[src/rtl/jb_dl_sat_err_collect.sv]
// Sticky I/Q saturation status collector for one DL DFE stage, 4 antennas per instance.
// Optional sat_irq / irq_mask ports are added when JB_SAT_ERR_IRQ_EN is defined.
module jb_dl_sat_err_collect #(
  parameter int NUM_ANT = 4,
  parameter int CNT_W   = 16
) (
  input  logic               clk,
  input  logic               rst,
  input  logic               enable,
  input  logic               sat_vld,
  input  logic [NUM_ANT-1:0] sat_i,
  input  logic [NUM_ANT-1:0] sat_q,
  input  logic               clr_req,
`ifdef JB_SAT_ERR_IRQ_EN
  input  logic               irq_mask,
  output logic               sat_irq,
`endif
  output logic               clr_ack,
  output logic [31:0]        sat_err_status,
  output logic               sat_active
);

  // The packed status word has room for exactly 4 antennas and a 16-bit counter.
  if (NUM_ANT != 4) begin : g_num_ant_check
    $error("jb_dl_sat_err_collect: NUM_ANT must be 4");
  end
  if (CNT_W < 4 || CNT_W > 16) begin : g_cnt_w_check
    $error("jb_dl_sat_err_collect: CNT_W must be in 4..16");
  end

  typedef enum logic [1:0] {IDLE, RUN, CLEAR} state_t;

  localparam logic [CNT_W-1:0] CNT_MAX = {CNT_W{1'b1}};

  state_t             state_reg, state_next;
  logic [NUM_ANT-1:0] sticky_i_reg, sticky_i_next;
  logic [NUM_ANT-1:0] sticky_q_reg, sticky_q_next;
  logic [CNT_W-1:0]   cnt_reg, cnt_next;
  logic               flag_reg, flag_next;
  logic               active_reg, active_next;
  logic               clr_ack_reg;

  logic               qual;
  logic               clear_now;
  logic [1:0]         ant_hits [NUM_ANT];
  logic [3:0]         ev_cnt;
  logic [CNT_W:0]     cnt_sum;
  logic               cnt_clip;

  assign qual      = enable & sat_vld;
  assign clear_now = clr_req & (state_reg != CLEAR);

  genvar gi;
  generate
    for (gi = 0; gi < NUM_ANT; gi++) begin : g_ant
      assign ant_hits[gi] = {1'b0, sat_i[gi]} + {1'b0, sat_q[gi]};
    end
  endgenerate

  always_comb begin
    ev_cnt = '0;
    for (int k = 0; k < NUM_ANT; k++) begin
      ev_cnt = ev_cnt + {2'b00, ant_hits[k]};
    end
  end

  assign cnt_sum  = {1'b0, cnt_reg} + {{(CNT_W-3){1'b0}}, ev_cnt};
  assign cnt_clip = (cnt_sum >= {1'b0, CNT_MAX});

  always_comb begin
    state_next = state_reg;
    case (state_reg)
      IDLE:    if (clr_req) state_next = CLEAR;
               else if (enable) state_next = RUN;
      RUN:     if (clr_req) state_next = CLEAR;
               else if (!enable) state_next = IDLE;
      CLEAR:   state_next = enable ? RUN : IDLE;
      default: state_next = IDLE;
    endcase
  end

  // A clear wins over a coincident event; an event in the CLEAR cycle starts fresh.
  always_comb begin
    sticky_i_next = sticky_i_reg;
    sticky_q_next = sticky_q_reg;
    cnt_next      = cnt_reg;
    flag_next     = flag_reg;
    active_next   = 1'b0;
    if (clear_now) begin
      sticky_i_next = '0;
      sticky_q_next = '0;
      cnt_next      = '0;
      flag_next     = 1'b0;
    end else if (qual) begin
      sticky_i_next = sticky_i_reg | sat_i;
      sticky_q_next = sticky_q_reg | sat_q;
      cnt_next      = cnt_clip ? CNT_MAX : cnt_sum[CNT_W-1:0];
      flag_next     = flag_reg | cnt_clip;
      active_next   = |(sat_i | sat_q);
    end
  end

  always_ff @(posedge clk) begin
    if (rst) begin
      state_reg    <= IDLE;
      sticky_i_reg <= '0;
      sticky_q_reg <= '0;
      cnt_reg      <= '0;
      flag_reg     <= 1'b0;
      active_reg   <= 1'b0;
      clr_ack_reg  <= 1'b0;
    end else begin
      state_reg    <= state_next;
      sticky_i_reg <= sticky_i_next;
      sticky_q_reg <= sticky_q_next;
      cnt_reg      <= cnt_next;
      flag_reg     <= flag_next;
      active_reg   <= active_next;
      clr_ack_reg  <= clear_now;
    end
  end

`ifdef JB_SAT_ERR_IRQ_EN
  // One interrupt per clear epoch; a masked first rise still disarms it.
  logic armed_reg, armed_next;
  logic irq_reg, irq_next;
  logic rise;

  assign rise = qual & ~clear_now &
                (|((sat_i & ~sticky_i_reg) | (sat_q & ~sticky_q_reg)));

  always_comb begin
    armed_next = armed_reg;
    irq_next   = 1'b0;
    if (clear_now) begin
      armed_next = 1'b1;
    end else if (rise && armed_reg) begin
      armed_next = 1'b0;
      irq_next   = ~irq_mask;
    end
  end

  always_ff @(posedge clk) begin
    if (rst) begin
      armed_reg <= 1'b1;
      irq_reg   <= 1'b0;
    end else begin
      armed_reg <= armed_next;
      irq_reg   <= irq_next;
    end
  end

  assign sat_irq = irq_reg;
`endif

  assign clr_ack        = clr_ack_reg;
  assign sat_active     = active_reg;
  assign sat_err_status = {6'b0, active_reg, flag_reg, 16'(cnt_reg), sticky_q_reg, sticky_i_reg};

endmodule

[config.mk]
export PLATFORM = sky130hd
export DESIGN_NAME = jb_dl_sat_err_collect
export DESIGN_NICKNAME = d
export VERILOG_FILES = /design/src/rtl/jb_dl_sat_err_collect.sv
export SDC_FILE = /design/constraint.sdc
export NUM_CORES = 1
export LEC_CHECK = 0
export BUFFER_PORTS_ARGS = -buffer_cell sky130_fd_sc_hd__buf_2
export CORE_ASPECT_RATIO = 0.5
export CORE_MARGIN = 2
export CORE_UTILIZATION = 53
export DETAILED_ROUTE_END_ITERATION = 12
export GPL_ROUTABILITY_DRIVEN = 0
export GPL_TIMING_DRIVEN = 0
export PLACE_DENSITY = 0.8
export REMOVE_ABC_BUFFERS = 1
export SLEW_MARGIN = 20
export SYNTH_ARGS = -nofsm -noshare
export SYNTH_HDL_FRONTEND = slang
export SYNTH_SLANG_ARGS = --single-unit
[constraint.sdc]
create_clock -name clk -period 6.35 [get_ports clk]
set_clock_uncertainty 0.2 [all_clocks]
set_input_delay 1.27 -clock clk [delete_from_list [all_inputs] [get_ports clk]]
set_output_delay 1.27 -clock clk [all_outputs]
set_load 0.05 [all_outputs]
# [Word-level counts from Yosys, hierarchy flattened]
# Cells that the tools add are included.
[totals] input_bits=13 regBits=29
[classes] n_bitwise=7 n_mux=7 reduce_logical=5 addsub=8 order_cmp=1 n_eq_ne=5
[op_table] operator="adder 16 x 4 -> 17 bit" n=1
[op_table] operator="greater-or-equal comparator 17 x 16 -> 1 bit (second input constant)" n=1
[op_table] operator="2-to-1 mux 16 bit" n=1
[op_table] operator="OR 4 bit" n=3
[op_table] operator="adder 1 x 1 -> 2 bit" n=4
[op_table] operator="2-to-1 mux 2 bit" n=4
[op_table] operator="inequality test 3 bit (second input constant)" n=2
[op_table] operator="case mux 2 bit (3 select lines)" n=1
[op_table] operator="adder 3 x 2 -> 4 bit" n=1
[op_table] operator="adder 4 x 2 -> 4 bit" n=1
[op_table] operator="OR reduction 4 bit" n=1
[op_table] operator="adder 2 x 2 -> 3 bit" n=1
[op_table] operator="OR reduction 3 bit" n=1
[op_table] operator="bitwise AND 1 bit" n=2
[op_table] operator="== test 2 x 1 -> 1 bit (second input constant)" n=1
[op_table] operator="== test 2 bit (second input constant)" n=1
[op_table] operator="logical NOT 2 bit" n=1
[op_table] operator="inequality test 2 bit (second input constant)" n=1
[op_table] operator="AND reduction 2 bit" n=1
[op_table] operator="OR reduction 2 bit" n=1
[op_table] operator="2-to-1 mux 1 bit" n=1
[op_table] operator="NOT 1 bit" n=1
[op_table] operator="OR 1 bit" n=1

# [Depth between registers and ports, before layout]
# Gate-level depths: netlist of the first run.
[depth] ltp_word=7 ltp_mapped=14 ltp_nobuf=14

# [Worst setup path before layout of the first run]
# No wires, ideal clock.
[synth_timing] path_kind="input-to-reg" startpoint="input sat_i[0]" endpoint="register cnt_reg[6]" required_time_ps=5997 path_buffers=0 path_stages=13 setup_slack_ps=1263 arrival_time_ps=4734 cell_sequence="fa_1 -> inv_1 -> fa_1 -> fa_1 -> fa_1 -> fa_1 -> nor2b_4 -> o31a_4 -> nor3_2 -> o311ai_1 -> a221oi_2 -> a21oi_2 -> a31oi_1"
[synth_via] elab_chain_cells=7
[synth_lines] item="from (decl)" line_no="11" rtl="input logic [NUM_ANT-1:0] sat_i,"
[synth_lines] item="adder 1 x 1 -> 2 bit *" line_no="56" rtl="assign ant_hits[gi] = {1'b0, sat_i[gi]} + {1'b0, sat_q[gi]};"
[synth_lines] item="adder 2 x 2 -> 3 bit *" line_no="63" rtl="ev_cnt = ev_cnt + {2'b00, ant_hits[k]};"
[synth_lines] item="adder 3 x 2 -> 4 bit *" line_no="63"
[synth_lines] item="adder 4 x 2 -> 4 bit *" line_no="63"
[synth_lines] item="adder 16 x 4 -> 17 bit *" line_no="67" rtl="assign cnt_sum = {1'b0, cnt_reg} + {{(CNT_W-3){1'b0}}, ev_cnt};"
[synth_lines] item="greater-or-equal comparator 17 x 16 -> 1 bit" line_no="68" rtl="assign cnt_clip = (cnt_sum >= {1'b0, CNT_MAX});"
[synth_lines] item="2-to-1 mux 16 bit *" line_no="97" rtl="cnt_next = cnt_clip ? CNT_MAX : cnt_sum[CNT_W-1:0];"
[synth_lines] item="to (signal assigned)" line_no="116" rtl="cnt_reg <= cnt_next;"
[synth_lines] item="to (decl)" line_no="38" rtl="logic [CNT_W-1:0] cnt_reg, cnt_next;"
# Every way passes the cells marked *; elsewhere a longest branch is shown, timed or not.
# A chain may end at the register's enable or synchronous reset.

# [Final worst setup path of the first run]
[layout_timing] startpoint="input sat_i[0]" endpoint="register cnt_reg[2]"
# The elaborated chain is that of the path after synthesis.

==> results.md, run 1 <==
- Counting flops with a built-in enable in the synthesized netlist gives 0.
- Measured in cells, the most critical reg-to-reg path has a length of 12.
- The cell area that synthesis handed to floorplanning was 1820 sq um.
- The cell with the most instances after synthesis is dfxtp_1.
- The chip height is 45.4 um.
- After detailed routing, the total wire length is 4290 um.
- The part of the power in combinational logic is 20.8%.
- The CTS tree is yes.
- The via count of the first global-routing pass is 1,560.
- Averaged over all synthesized cells, the footprint is 8.38 sq um.
- Post-CTS timing repair inserted 0 buffers for setup.
- In this run the power density over the cells is 235 nW/um^2.
- The share of cell area taken by muxes after synthesis is 1.10%.
- The switching power summed over all nets is 145 uW.
- The tree is rooted in a clkbuf_8.
- The class of the most critical setup path is in -> reg.
- Setup repair after global routing left no endpoint under its margin.
- The run finished with clean final reports.
- The H-tree generated during clock tree synthesis spans 2 levels.
- After synthesis, the largest family of logic cells by area is simple AND/OR/NAND/NOR gates.
- The clock group share of total power is 40.8%.
- The routed layout has between 1,500 and 2,000 vias.
- The starting utilization of the core area is about three fifths.
- The number of cells on the worst hold path is 1.
- Among the stages of the critical path, the cell type that occurs most often is fa_1.
- The number of sinks handled by clock tree synthesis is 29.
- The number of hold buffers added after CTS was 0.
- After detailed routing, the average wire length per cell comes to between 10 and 15 um.
- Post-CTS repair changed the size of 0 cells.
- The highest clock rate is 0.184 GHz.
- Counting along the longest clock path gives a buffer depth of 2.
- The flip-flop cell with the highest count after synthesis is dfxtp_1.
- The die covers about 3900 sq um.
- The flip-flop and latch count after synthesis is 29.
- The total congestion overflow is 0.
- The count of placed standard cells including taps is about 280.
- The boundary pin count is 47.
- The final-report hold violation count is 0.
- The setup TNS after final layout is 0 ns.
- The sort of element at the end of the critical path is a flop.
- Of all nets on the critical path, the largest fanout is 8.
- Data on the critical path arrives at its endpoint at 5.36 ns.
- The worst hold slack is 0.242 ns.
- The kind of start point of the critical path is an input pin.
- The fraction of the mapped netlist area in adder cells is under 10%.
- Across the VDD grid, the largest voltage drop is 0.0000903 V.
- The number of antenna violations at the first check in global routing is 0.
- The via density per instance is a little under 6.
- Setup violations remaining at the end of the flow were counted as 0.
- The total routing resource utilization after global routing is 23.3%.
- The share of the clock period used by the worst path is 85.4%.
- Of the synthesized area, sequential elements account for a little under a third.
- For this run, design rule violations remaining after detail routing come to 0.
- The count of input and output buffers is 40.
- The standby leakage power is 0.000873 uW.
- Ranked by total cell area, the synthesized netlist is headed by dfxtp_1 32%, fa_1 5.5%, nor2_1 4.5%.
- Counting flops with an async set or reset pin after synthesis yields a share of 0%.
- Net switching is a little under 30% of the power.
- After clock tree synthesis, the clock-pin slew on the worst setup and hold paths is ~0.060 ns.
- After the last flow step, the layout net total stands at between 200 and 300.
- Per report_power, the sequential group accounts for between 30% and 40% of the total.
- The fraction of final layout cells with drive strength greater than 1 is a little under a quarter.
- Counting instances in the post-synthesis netlist gives the leading cell types as 29 x dfxtp_1, 22 x nor2_1, 16 x a21oi_1.
- The violation count after the first detailed-route iteration is 104.
- The max-slew headroom at the worst pin is 37.8%.
- The count of cells in the finished layout, fillers not included, comes to 292.
- The final antenna-violating net count is 0.
- The core region is 3140 sq um.
- The width of the die is 86.9 um.
- The cell internal power dissipation is 349 uW.
- The synthesized netlist devotes 1.93% of its cell area to XOR and XNOR gates.
- The signal on the critical path passes through buf_2, fa_1, inv_1, fa_1, fa_1, fa_1, fa_1, nor2b_4, o31a_4, nor4_1, nor4b_1, a211oi_1, a21oi_2, a31oi_1.
- Summing the areas of all and, or, nand and nor instances in the mapped netlist gives 23.2% of the synthesized area.
- The master of the slowest instance on the critical path is fa_1.
- The first global-routing pass estimated 7020 um of wire.
- The tightest min-delay check is of the reg -> reg type.
- The site row count is 14.
- Clock tree synthesis inserted a total of 5 buffers.
- The register with the most flip-flops in the layout has 16 of them.
- The number of detailed-routing iterations run before antenna repair is 4.
- In this run the biggest area consumer among cell types represents 31.9% of the synthesized area.
- The actual transition at the worst max-transition pin is 0.933 ns.
- The post-synthesis compound-gate area fraction is 23.2%.
- The synthesized design spends more area on one cell type than any other, namely dfxtp_1.
- The endpoint required time on the critical path is 6.29 ns.
- The largest stage delay on the critical path is 0.53 ns.
- Synthesis produced a netlist whose cell count is around 220.
- For the worst-skew pair, the clock arrives at the later sink with an insertion delay of 0.29 ns.
- The number of maximum-capacitance violations is 0.
- The number of distinct library cell variants in the gate-level netlist after synthesis is 53.
- The Yosys step of the flow raised 0 warnings.
- Entering global routing, the biggest net connects 28 pins.
- Relative to the synthesized area, the layout overhead comes to 15.2%.
- Subtracting the final worst setup slack from the clock period gives about 5.4 ns.
- The total inserted antenna cells is 0.
- The post-DP HPWL is 3110 um.
- The total count of max-transition violations in the final report came to 0.
## cells by family after synthesis
logic type | count (synthesis)
simple gates | 76
compound gates | 62
buf+inv | 32
flops | 29
fa+ha+maj | 11
xor+xnor | 4
mux | 2
other cells | 1
## layout make-up
class                   instances  area, sq um
multi-input cells             161         1100
clock inverters                 1         30.0
well taps                      40         50.0
fillers                       265         1040
flip-flops and latches         29          581
clock buffers                   7         86.3
repair buffers                 40          200
inverters                      14         52.6
## per-stage QoR
stage / util [%] / cell area (sq um) / power [uW] / worst slack [ns]
6_report: 66.8 / 2100 / 493 / 0.925
5_1_grt: 66.8 / 2100 / 515 / 0.728
4_1_cts: 66.8 / 2100 / 494 / 0.970
3_5_place_dp: 63.1 / 1980 / 295 / 0.685
3_3_place_gp: 63.1 / 1980 / 291 / 0.785
2_1_floorplan: - / 1730 / 271 / 1.23
## critical path, delay by kind of cell
family / cells / cell delay (ns)
compound gates: 4 / 0.88
fa+ha+maj: 5 / 2.38
buf+inv: 2 / 0.18
simple gates: 3 / 0.65
## placed cells by master (no fill, tap or decap), drive strengths merged, types with 3 or more instances in the layout
cell type  count
buf           40
nor4           5
ha             6
a31oi          8
nand4          3
nor2          22
nand2b         5
dfxtp         29
inv           14
fa             5
nor2b          5
nand3          9
clkbuf         7
nand2         12
a21oi         17
a211oi         6
conb           6
nor3           4
o21ai         14
## path summary, 6_finish.rpt
| check | slack, ns | from | endpoint |
|---|---|---|---|
| min reg2reg | 0.24 | state_reg[1] | state_reg[1] |
| min | 0.24 | state_reg[1] | state_reg[1] |
| max | 0.92 | sat_i[0] | cnt_reg[2] |
| max reg2reg | 2.16 | cnt_reg[0] | cnt_reg[2] |
## metal layers
| metal | track usage, % | wire length, um | vias up |
|---|---|---|---|
| met2 | 38.5 | 1920 | 83 |
| met1 | 29.8 | 1930 | 783 |
| met3 | 6.16 | 346 | 14 |
| met4 | 9.69 | 94 | 0 |
| met5 | 0 | 0 | - |
| li1 | - | - | 841 |
## power groups by stage
stage               sequential [uW]  clock, uW  combinational (uW)
detailed placement              193          0                 102
global route                    189        211                 114
global placement                193          0                97.9
floorplan                       207          0                63.7
CTS                             189        202                 103
finish                          189        201                 103
Note: power is estimated with default switching activity, not from simulation.
==> run 2, diff against run 1 <==
BUFFER_PORTS_ARGS = -buffer_cell sky130_fd_sc_hd__clkbuf_2   (was -buffer_cell sky130_fd_sc_hd__buf_2)
CTS_BUF_LIST = sky130_fd_sc_hd__clkbuf_16   (was not set)
==> run 2 against run 1 <==
Net effect:
- fmax rose by 0.44%
- routed wire length rose by 1.3%
- via count rose by 2.2%
- largest power group unchanged
- clock-buffer cell count fell by 2
- highest routed layer unchanged
- core utilization rose by 1.5 points
- non-clock buffer count did not move
==> results.md, run 2 (synthesis results as in run 1) <==
- The flow ran to the end, and the final reports show no timing, DRC or antenna violations.
- In this run the critical register-to-register path is captured at cnt_reg[10].
- For this design, the sink count on the clock tree is 29.
- The final-report hold violation count is 0.
- The setup path with the least slack is of type in -> reg.
- The register with the most flip-flops in the layout has 16 of them.
- For this design the static power due to leakage is 0.000876 uW.
- The fraction of final layout cells with drive strength greater than 1 is 23.0%.
- In this run the tightest slew margin relative to its limit is between 30% and 40%.
- The final critical-path setup slack is around 0.95 ns.
- Along the worst path, the maximum fanout reaches 8.
- Prior to clock tree synthesis, the placed netlist has a worst setup slack of between 0.7 and 0.8 ns.
- The H-tree generated during clock tree synthesis spans 2 levels.
- The number of antenna violations at the first check in global routing is 0.
- The arrival time of data at the critical path endpoint is between 5 and 6 ns.
- Once detail routing completed, the nets flagged for antenna violations numbered 0.
- The flop-to-flop setup slack is 2.18 ns.
- From left edge to right edge, the die measures slightly below 90 um.
- In the layout the commonest cells are 40 x clkbuf_2, 29 x dfxtp_1, 22 x nor2_1, 16 x a21oi_1, 15 x inv_1.
- The number of maximum-capacitance violations is 0.
- The power per standard cell area is 258 nW/um^2.
- The number of cells traversed by the worst register-to-register path is 12.
- The total of hold buffers inserted after clock tree synthesis is 0.
- The highest clock rate is 0.185 GHz.
- The total count of max-transition violations in the final report was 0.
- At the later pin of the worst-skew pair, clock insertion delay measures between 0.2 and 0.3 ns.
- For this configuration, the core starts out at a cell density of 58.0%.
- The clock-pin slew on the worst setup and hold paths is 0.05 ns.
- The layout overhead on the synthesized area is 17.7%.
- The share of the clock period used by the worst path is 85.1%.
- The final layout contains routed wiring with a total length of 4350 um.
- Setup violations remaining at the end of the flow were counted as 0.
- The most common cell after layout, fill and taps aside is clkbuf_2.
- The library cell used as clock root buffer is clkbuf_16.
- The worst supply voltage drop on vdd is 0.000145 V.
- In this run the deepest clock path goes through 2 buffers.
- The final routed wire length divided by cell count is approximately 15 um.
- After floorplanning, the core was divided into 14 placement rows.
- The chip height is 45.4 um.
- The maximum number of pins on one net before global-route repair is 28.
- After layout, the design draws a total of 553 uW.
- The endpoint required time on the critical path is about 6.3 ns.
- The startpoint identified for the worst register-to-register timing path is cnt_reg[0].
- The total of cells resized after clock tree synthesis is 0.
- The count of input and output buffers is 40.
- The path class of the lowest-slack min-delay path is reg -> reg.
- In this run the standard cell core region covers 3140 sq um.
- 0 antenna diodes ended up in the layout.
- The violation count after the first detailed-route iteration is 91.
- The number of detailed-routing iterations run before antenna repair is 4.
- The floorplan die area is 3950 sq um.
- Setup repair after global routing left no endpoint under its margin.
- The via density per instance is 6.02.
- After the last flow step, the layout net total stands at 275.
- The worst setup path is captured at a flop.
- The worst hold path startpoint is state_reg[1].
- The setup TNS after final layout is 0 ns.
- The post-CTS setup buffer count is 0.
- The worst hold path terminates at state_reg[1].
- The wire length of the first global-routing pass is 6990 um.
- STA classifies the critical path startpoint as an input pin.
- For this block, the via count after detailed routing is 1,759.
- The post-DP HPWL is 3090 um.
- The total congestion overflow is 0.
- The boundary pin count is 47.
- At the pin with the least slew margin, the transition time is between 0.9 and 1 ns.
- After layout, the minimum clock period comes to between 5 and 6 ns.
- After detailed routing, the number of remaining DRC violations is 0.
- TritonCTS created 5 clock buffers.
- The number of cells on the worst hold path is 1.
- Global routing used 23.8% of the available tracks across all layers.
- TritonCTS built the clock tree.
- The via count of the first global-routing pass is 1,592.
==> run 2: changes by cell type in the layout (fill, tap and decap cells not counted) <==
cell and delta:
buf_2 -40, clkbuf_8 -6, clkbuf_16 +5, inv_1 +1
clkinv_1 +1, clkbuf_1 -1, clkbuf_2 +40
==> run 2: worst max path at each step <==
stage               cells after the start      from  slack [ns]          end
floorplan                              13  sat_i[0]        1.23   cnt_reg[8]
global placement                       14  sat_i[0]        0.79   cnt_reg[2]
detailed placement                     14  sat_i[0]        0.71  cnt_reg[10]
CTS                                    14  sat_i[0]        0.98  cnt_reg[10]
global route                           14  sat_i[0]        0.78  cnt_reg[10]
finish                                 14  sat_i[0]        0.95  cnt_reg[10]
==> run 2: cell type report <==
| class | count | area [sq um] |
|---|---|---|
| timing repair buffer | 40 | 200 |
| clock inverter | 3 | 37.5 |
| sequential | 29 | 581 |
| tap | 40 | 50.0 |
| fill | 238 | 993 |
| clock buffer | 5 | 125 |
| multi-input combinational | 161 | 1100 |
| inverter | 14 | 52.6 |
==> run 2: stage by stage <==
stage / hold slack [ns] / instances / utilization, % / instance area, sq um
after floorplan: 0.214 / 204 / - / 1730
after global placement: 0.225 / 284 / 63.1 / 1980
after detailed placement: 0.234 / 284 / 63.1 / 1980
after CTS: 0.243 / 292 / 68.3 / 2140
after global routing: 0.266 / 292 / 68.3 / 2140
final: 0.243 / 292 / 68.3 / 2140
==> run 2: per-layer routing <==
metal	global-route usage [%]	routed length [um]	vias up
li1	-	-	833
met1	29.0	1890	812
met2	37.9	1950	94
met3	6.88	381	20
met4	15.3	130	0
met5	0	0	-
==> run 2: critical path, stage by stage <==
cell and delay (ns):
clkbuf_2 0.12, fa_1 0.54, inv_1 0.05, fa_1 0.50
fa_1 0.43, fa_1 0.44, fa_1 0.45, nor2b_4 0.18
o31a_4 0.21, nor4_1 0.08, nor4b_1 0.37, a211oi_1 0.11
a21oi_2 0.41, o22ai_1 0.17
==> run 2: power by group <==
group          total [uW]  leakage (uW)  internal (uW)  switching (uW)
Clock                 261     0.0000826            182            79.4
Sequential            190      0.000235            187            2.93
Combinational         102      0.000558           33.9            68.6
Total                 553      0.000876            402             151
